--- src/rtl/uart_tx_engine_if.sv ---
// FIFO-side connection of the UART transmitter: writer pointer and read data in,
// read address and read pointer (with wrap flag) back to the writer side.
interface uart_tx_engine_if;
  logic [4:0] fifoWritePointer;
  logic [7:0] fifoReadData;
  logic [3:0] readAddress;
  logic [4:0] readPointer;

  modport master (
    output fifoWritePointer,
    output fifoReadData,
    input  readAddress,
    input  readPointer
  );

  modport slave (
    input  fifoWritePointer,
    input  fifoReadData,
    output readAddress,
    output readPointer
  );
endinterface

--- src/rtl/uart_tx_engine.sv ---
// UART transmit engine draining a 16x8 FIFO: 5-8 data bits, optional parity,
// one or two stop bits, bit period of baudDivisor+1 clocks.
//
// state  | meaning
// IDLE   | line high, waiting for a non-empty FIFO; loads byte and config
// START  | start bit (low)
// DATA   | data bits, LSB first, shift register moves right per bit
// PARITY | parity bit over the transmitted data bits
// STOP1  | first stop bit (high)
// STOP2  | optional second stop bit (high)
module uart_tx_engine (
  input  logic                   clock,
  input  logic                   reset,
  uart_tx_engine_if.slave        fifo,
  input  logic [15:0]            baudDivisor,
  input  logic [1:0]             dataBits,
  input  logic                   parityEnable,
  input  logic                   parityOdd,
  input  logic                   twoStopBits,
  output logic                   txd,
  output logic                   busy,
  output logic                   txEmpty
);

  typedef enum logic [2:0] {IDLE, START, DATA, PARITY, STOP1, STOP2} state_t;

  state_t      state;
  logic [4:0]  read_ptr;
  logic [7:0]  shift_reg;
  logic [15:0] bit_timer;
  logic [15:0] div_q;
  logic [2:0]  bit_idx;
  logic [2:0]  last_bit;
  logic        parity_en_q;
  logic        two_stop_q;
  logic        parity_bit;

  logic        fifo_empty;
  logic        bit_done;
  logic [7:0]  data_mask;
  logic        load_parity;
  logic        tx_level;

  assign fifo.readPointer = read_ptr;
  assign fifo.readAddress = read_ptr[3:0];
  assign fifo_empty       = (fifo.fifoWritePointer == read_ptr);
  assign bit_done         = (bit_timer == 16'd0);

  // Parity is fixed at load time from the bits that will actually be sent.
  always_comb begin
    data_mask = 8'hFF;
    case (dataBits)
      2'd0:    data_mask = 8'h1F;
      2'd1:    data_mask = 8'h3F;
      2'd2:    data_mask = 8'h7F;
      default: data_mask = 8'hFF;
    endcase
    load_parity = (^(fifo.fifoReadData & data_mask)) ^ parityOdd;
  end

  always_comb begin
    tx_level = 1'b1;
    case (state)
      START:   tx_level = 1'b0;
      DATA:    tx_level = shift_reg[0];
      PARITY:  tx_level = parity_bit;
      default: tx_level = 1'b1;
    endcase
  end

  // Outputs are registered from the current state, so the line lags the state by
  // one clock: txd falls one clock after the load edge.
  always_ff @(posedge clock) begin
    if (reset) begin
      state       <= IDLE;
      read_ptr    <= 5'd0;
      shift_reg   <= 8'd0;
      bit_timer   <= 16'd0;
      div_q       <= 16'd0;
      bit_idx     <= 3'd0;
      last_bit    <= 3'd0;
      parity_en_q <= 1'b0;
      two_stop_q  <= 1'b0;
      parity_bit  <= 1'b0;
      txd         <= 1'b1;
      busy        <= 1'b0;
      txEmpty     <= (fifo.fifoWritePointer == 5'd0);
    end else begin
      txd     <= tx_level;
      busy    <= (state != IDLE);
      txEmpty <= (state == IDLE) && fifo_empty;

      if (state != IDLE)
        bit_timer <= bit_done ? div_q : bit_timer - 16'd1;

      case (state)
        IDLE: begin
          if (!fifo_empty) begin
            shift_reg   <= fifo.fifoReadData;
            last_bit    <= {1'b1, dataBits};
            parity_en_q <= parityEnable;
            two_stop_q  <= twoStopBits;
            parity_bit  <= load_parity;
            div_q       <= baudDivisor;
            bit_timer   <= baudDivisor;
            bit_idx     <= 3'd0;
            read_ptr    <= read_ptr + 5'd1;
            state       <= START;
          end
        end
        START: begin
          if (bit_done) state <= DATA;
        end
        DATA: begin
          if (bit_done) begin
            shift_reg <= {1'b0, shift_reg[7:1]};
            bit_idx   <= bit_idx + 3'd1;
            if (bit_idx == last_bit)
              state <= parity_en_q ? PARITY : STOP1;
          end
        end
        PARITY: begin
          if (bit_done) state <= STOP1;
        end
        STOP1: begin
          if (bit_done) state <= two_stop_q ? STOP2 : IDLE;
        end
        STOP2: begin
          if (bit_done) state <= IDLE;
        end
        default: state <= IDLE;
      endcase
    end
  end

endmodule

--- src/flat_wrapper.sv ---
// flat-port wrapper written by rule: the top's interface ports become plain ports
module uart_tx_engine_flat 
  (clock, reset, baudDivisor, dataBits, parityEnable, parityOdd, twoStopBits, txd, busy, txEmpty, fifo_fifoWritePointer, fifo_fifoReadData, fifo_readAddress, fifo_readPointer);
  uart_tx_engine_if fifo_i ();
  input  logic clock;
  input  logic reset;
  input  logic [15:0] baudDivisor;
  input  logic [1:0] dataBits;
  input  logic parityEnable;
  input  logic parityOdd;
  input  logic twoStopBits;
  output logic txd;
  output logic busy;
  output logic txEmpty;
  input wire logic [$bits(fifo_i.fifoWritePointer)-1:0] fifo_fifoWritePointer;
  input wire logic [$bits(fifo_i.fifoReadData)-1:0] fifo_fifoReadData;
  output wire logic [$bits(fifo_i.readAddress)-1:0] fifo_readAddress;
  output wire logic [$bits(fifo_i.readPointer)-1:0] fifo_readPointer;
  assign fifo_i.fifoWritePointer = fifo_fifoWritePointer;
  assign fifo_i.fifoReadData = fifo_fifoReadData;
  assign fifo_readAddress = fifo_i.readAddress;
  assign fifo_readPointer = fifo_i.readPointer;
  uart_tx_engine u_core (.clock(clock), .reset(reset), .fifo(fifo_i), .baudDivisor(baudDivisor), .dataBits(dataBits), .parityEnable(parityEnable), .parityOdd(parityOdd), .twoStopBits(twoStopBits), .txd(txd), .busy(busy), .txEmpty(txEmpty));
endmodule
--- config.mk ---
export PLATFORM = sky130hd
export DESIGN_NAME = uart_tx_engine_flat
export DESIGN_NICKNAME = d
export VERILOG_FILES = /design/src/rtl/uart_tx_engine_if.sv /design/src/rtl/uart_tx_engine.sv /design/src/flat_wrapper.sv
export SDC_FILE = /design/constraint.sdc
export NUM_CORES = 1
export LEC_CHECK = 0
export ABC_CLOCK_PERIOD_IN_PS = 2200
export BUFFER_PORTS_ARGS = -buffer_cell sky130_fd_sc_hd__buf_2
export CAP_MARGIN = 10
export CORE_UTILIZATION = 45
export DETAILED_ROUTE_END_ITERATION = 12
export GPL_ROUTABILITY_DRIVEN = 0
export HOLD_SLACK_MARGIN = 0.03
export PLACE_DENSITY_LB_ADDON = 0.25
export SKIP_LAST_GASP = 1
export SYNTH_ARGS = -nofsm -noshare
export SYNTH_HDL_FRONTEND = slang
export SYNTH_SLANG_ARGS = --single-unit
export TNS_END_PERCENT = 20
--- constraint.sdc ---
create_clock -name clock -period 2.2 [get_ports clock]
set_input_delay 0.33 -clock clock [delete_from_list [all_inputs] [get_ports clock]]
set_output_delay 0.33 -clock clock [all_outputs]
set_load 0.05 [all_outputs]
Word level (Yosys, flattened, before mapping)
Index checks and enable logic that the tools add are counted.
{"block": "classes", "n_addsub": 3, "n_eq_ne": 16, "n_mux": 23, "bitwise": 3, "n_reduce_logical": 11}
{"operator": "16-bit two-way mux", "count": 4}
{"operator": "3-bit two-way mux", "count": 11}
{"operator": "8-bit case mux with 3 select lines", "count": 1}
{"operator": "3-bit case mux with 6 select lines", "count": 1}
{"operator": "16-bit logical NOT", "count": 1}
{"operator": "8-bit two-way mux", "count": 2}
{"operator": "8-bit case mux with 2 select lines", "count": 1}
{"operator": "16-bit by 1-bit subtractor with 16-bit output, second input constant", "count": 1}
{"operator": "2-bit by 1-bit != test with 1-bit output, second input constant", "count": 6}
{"operator": "8-bit AND", "count": 1}
{"operator": "8-bit parity", "count": 1}
{"operator": "7-bit AND reduction", "count": 1}
{"operator": "3-bit by 2-bit equality test with 1-bit output, second input constant", "count": 2}
{"operator": "3-bit equality test, second input constant", "count": 2}
{"operator": "3-bit case mux with 2 select lines", "count": 1}
{"operator": "5-bit by 1-bit adder with 5-bit output, second input constant", "count": 1}
{"operator": "5-bit equality test", "count": 1}
{"operator": "5-bit logical NOT", "count": 1}
{"operator": "3-bit by 1-bit adder with 3-bit output, second input constant", "count": 1}
{"operator": "3-bit by 1-bit equality test with 1-bit output, second input constant", "count": 1}
{"operator": "3-bit equality test", "count": 1}
{"operator": "3-bit logical NOT", "count": 1}
{"operator": "1-bit case mux with 3 select lines", "count": 1}
{"operator": "3-bit AND reduction", "count": 1}
{"operator": "other kinds (11)", "count": 11}
{"block": "word_totals", "ff_bits": 60, "in_bits": 36, "output_inout_bits": 12, "elab_cells": 69}

Longest topological paths before layout
{"block": "logic_depth", "word_depth": 5, "depth_mapped": 9}

Worst setup path before layout
OpenSTA, ideal clock, no wires.
{"block": "synth_timing", "kind": "register to register", "startpoint": "register u_core.read_ptr[2], in the netlist u_core.fifo.readPointer[2]", "endpoint": "register u_core.bit_timer[14]", "setup_ns": 0.120, "arrival_ns": 2.049, "required_ns": 2.080, "path_slack_ns": 0.031, "path_stages_with_launch": 7, "synth_period_minus_slack_ns": 2.169, "cell_sequence": "dfxtp_1 xnor2_1 nand3_1 nor2_1 buf_1 nor3b_1 a211o_1"}
{"block": "synth_via", "elab_chain_len": 3}
{"element": "start, declared", "line_no": "uart_tx_engine.sv:28", "rtl": "logic [4:0] read_ptr;"}
{"element": "start signal, assigned", "line_no": "uart_tx_engine.sv:107", "rtl": "read_ptr <= read_ptr + 5'd1;"}
{"element": "5-bit equality test", "line_no": "uart_tx_engine.sv:46", "rtl": "assign fifo_empty = (fifo.fifoWritePointer == read_ptr);"}
{"element": "16-bit two-way mux", "line_no": "uart_tx_engine.sv:98", "rtl": "if (!fifo_empty) begin"}
{"element": "16-bit two-way mux", "line_no": "uart_tx_engine.sv:96", "rtl": "case (state)"}
{"element": "end signal, assigned", "line_no": "uart_tx_engine.sv:94", "rtl": "bit_timer <= bit_done ? div_q : bit_timer - 16'd1;"}
{"element": "end signal, assigned", "line_no": "uart_tx_engine.sv:105", "rtl": "bit_timer <= baudDivisor;"}
{"element": "end, declared", "line_no": "uart_tx_engine.sv:30", "rtl": "logic [15:0] bit_timer;"}
No other way between the ends.
A chain may end at the register's enable or synchronous reset.

Worst setup path after layout
{"block": "layout_timing", "startpoint": "register u_core.bit_timer[3]", "endpoint": "register u_core.bit_timer[10]"}
{"block": "layout_via", "elab_chain_len": 5}
{"element": "16-bit by 1-bit subtractor with 16-bit output / 16-bit logical NOT (equally long branches)", "line_no": "uart_tx_engine.sv:94, uart_tx_engine.sv:47"}
{"element": "16-bit two-way mux (*)", "line_no": "uart_tx_engine.sv:94"}
{"element": "16-bit two-way mux (*)", "line_no": "uart_tx_engine.sv:93", "rtl": "if (state != IDLE)"}
{"element": "16-bit two-way mux", "line_no": "uart_tx_engine.sv:98"}
{"element": "16-bit two-way mux (*)", "line_no": "uart_tx_engine.sv:96"}
Mark *: on every way between the ends. The rest lies on a longest branch, timed or not.

==> out/metrics.yaml <==
hold_depth: 3
endpoint_kind: "register"
reg2reg_depth: 5
ioPinCount: 48
crit_arrival_ps: 2270
design_area_mm2: 0.003886
critPathTopFamily: "simple AND/OR/NAND/NOR gates"
postCtsSetupRepairBufs: 0
period_share: 0.9316
regToRegSetupSlack_ps: 150
post-route-drc-count: 0
wl_per_cell_um: 15.28
syn_to_final_growth_pct: 17.83
io_buffers: 47
core_area_mm2: 0.006944
rsz0062_at_grt: "no"
yosys_warnings: 0
setup_viol: 0
p_per_area_mw_per_mm2: 1193
nFillCells: 689
synthFlopType: "dfxtp_1"
final_max_slew_viol_count: 0
worstMarginPinSlew_ps: 498.2
finalHoldViolCount: 0
nets: 497
cap_violations: 0
cts.sinks: 60
cts-hold-fix-buffers: 0
crit_fanout: 7
final-instance-count-excl-fill: 558
preCtsSetupSlack_ps: 115.2
period_minus_slack_ps: 2049
ys_ff_latch: 60
antenna-diode-count: 0
crit_type: "register to register"
total_power_mw: 4.636
cts_resized: 0
status: "completed"
cp.required_ps: 2420
cts_tree: "yes"
clk_latency_ps: 340
antenna_found_initial: 0
ctsHtreeMaxLevel: 3
grt_max_degree: 42
grt_pass1_vias: 2988
avgViaCountPerCell: 5.640
max_freq_mhz: 487.9
crit_chain: "or3_1, or4_1, o211ai_1, o21ai_0, a221o_1"
placed_area_mm2: 0.003721
die_y_um: 87.61
syn_area_mm2: 0.003298
hold-worst-slack_ps: 228.2
crit_path_max_incr_delay_ps: 540
path_clk_slew_ps: 70
drt_iter0_drc: 220
grt_overflow_total: 0
min_path_type: "primary input to register"
crit_cells: 5
setup_tns_ps: 0
syn_area_per_cell_um2: 8.225
die-area_mm2: 0.007676
syn_inst: 401
synth_edf_count: 0
postLayoutCoreUtil: 0.5596
leakage_nw: 1.614
setup_ws_ps: 150.6
hpwl_mm: 6.052
die_w_um: 87.61
peakVddDrop_mv: 0.4403
start_util: 0.4750
vias: 3147
skew_ps: 6.607
firstDrtPassIters: 5
slowest_stage: "or4_1"
grt_pass1_wl_mm: 14.17
crit_buf_inv: 0
yosys.cell_types.count: 55
cts_root_buf: "clkbuf_8"
drtAntennaViolNets: 0
numCtsBuffers: 9
track_usage: 0.2387
num_rows: 30
placed_cells: 542
worst_setup_path_start_kind: "register"
slew_headroom: 0.6679
drive_gt1_frac: 0.2121
async_flop_share: 0
totalWireLength_mm: 8.524
syn-num-nets: 441
yosysSeqAreaShare: 0.3642
cts_buffer_depth: 2
area by class of cell:
cell class | count | area [um2] | share of cell area
timing repair buffer | 75 | 445.4 | 0.1146
multi-input combinational | 302 | 1923 | 0.4948
clock inverter | 2 | 10.01 | 0.002576
clock buffer | 14 | 152.6 | 0.03928
tap | 96 | 120.1 | 0.03091
inverter | 9 | 33.78 | 0.008693
sequential | 60 | 1201 | 0.3091
tightest hold or removal path, stage by stage:
cell and delay, ps:
buf_2 90, nand2_1 50, a21oi_1 50
power breakdown:
part | switching (mW) | internal [mW] | total, mW | leakage, nW
clock | 0.421 | 0.438 | 0.859 | 0.0844
sequential | 0.271 | 1.36 | 1.63 | 0.496
combinational | 1.27 | 0.874 | 2.14 | 1.03
final timing paths:
kind                            start              endpoint
hold / removal           parityEnable    u_core.parity_en_q
hold reg to reg       u_core.div_q[2]       u_core.div_q[2]
setup reg to reg  u_core.bit_timer[3]  u_core.bit_timer[10]
setup / recovery  u_core.bit_timer[3]  u_core.bit_timer[10]
layer usage:
| metal | up-vias | part of all wire | track usage | wire length, um |
|---|---|---|---|---|
| met5 | - | 0 | 0 | 0 |
| met4 | 0 | 0.015 | 0.09091 | 131 |
| met3 | 17 | 0.049 | 0.03487 | 418 |
| met2 | 83 | 0.45 | 0.3807 | 3873 |
| met1 | 1484 | 0.48 | 0.3273 | 4099 |
| li1 | 1563 | - | - | - |
synth_stat cells (2+ instances only):
cell,number,area (um2)
nor3_1,13,65.06
buf_6,2,22.52
nor3b_1,3,22.52
xnor2_1,21,183.9
dfxtp_1,60,1201
mux2i_1,18,180.2
inv_1,9,33.78
clkbuf_1,20,75.07
o31ai_1,3,22.52
mux2_2,2,22.52
a221oi_1,3,26.28
a31oi_1,2,12.51
or3_1,7,43.79
o211ai_1,10,75.07
nor2_1,17,63.81
or4_1,4,30.03
and2_1,6,37.54
o211a_1,12,120.1
nand2_1,68,255.2
a211o_1,2,17.52
o22ai_1,4,25.02
o21ai_0,18,90.09
ha_1,4,50.05
a211oi_1,7,52.55
buf_2,3,15.01
nand3_1,9,45.04
nor4_1,4,25.02
a311oi_1,4,35.03
xor2_1,3,26.28
a21oi_1,33,165.2
nand4_1,3,18.77
buf_4,4,30.03
cell families after synthesis:
kind of cell,after synthesis,share of synthesized area
buffers and inverters,39,0.05462
multiplexers,20,0.06146
adder cells (fa/ha/maj),4,0.01518
AND/OR/NAND/NOR,144,0.2147
AO/OA/AOI/OAI,110,0.2261
flip-flops,60,0.3642
XOR/XNOR,24,0.06374
cell usage in the layout (no fill, tap or decap), types with 2 or more instances in the layout:
cell type / count
and2_1: 6
dfxtp_1: 60
o31ai_1: 3
nor2_1: 17
buf_4: 28
clkbuf_1: 4
or3_1: 7
xnor2_1: 21
or4_1: 4
a211o_1: 2
clkbuf_8: 10
nor3b_1: 3
o22ai_1: 4
a211oi_1: 7
nor3_1: 13
o211a_1: 12
nand4_1: 3
a221oi_1: 3
buf_2: 47
o21ai_0: 18
mux2i_1: 18
xor2_1: 3
mux2_2: 2
o211ai_1: 10
a31oi_1: 2
clkinv_2: 2
nand2_1: 68
nand3_1: 9
nor4_1: 4
ha_1: 4
inv_1: 9
a311oi_1: 4
a21oi_1: 32
Power figures use the tool's default switching activity.
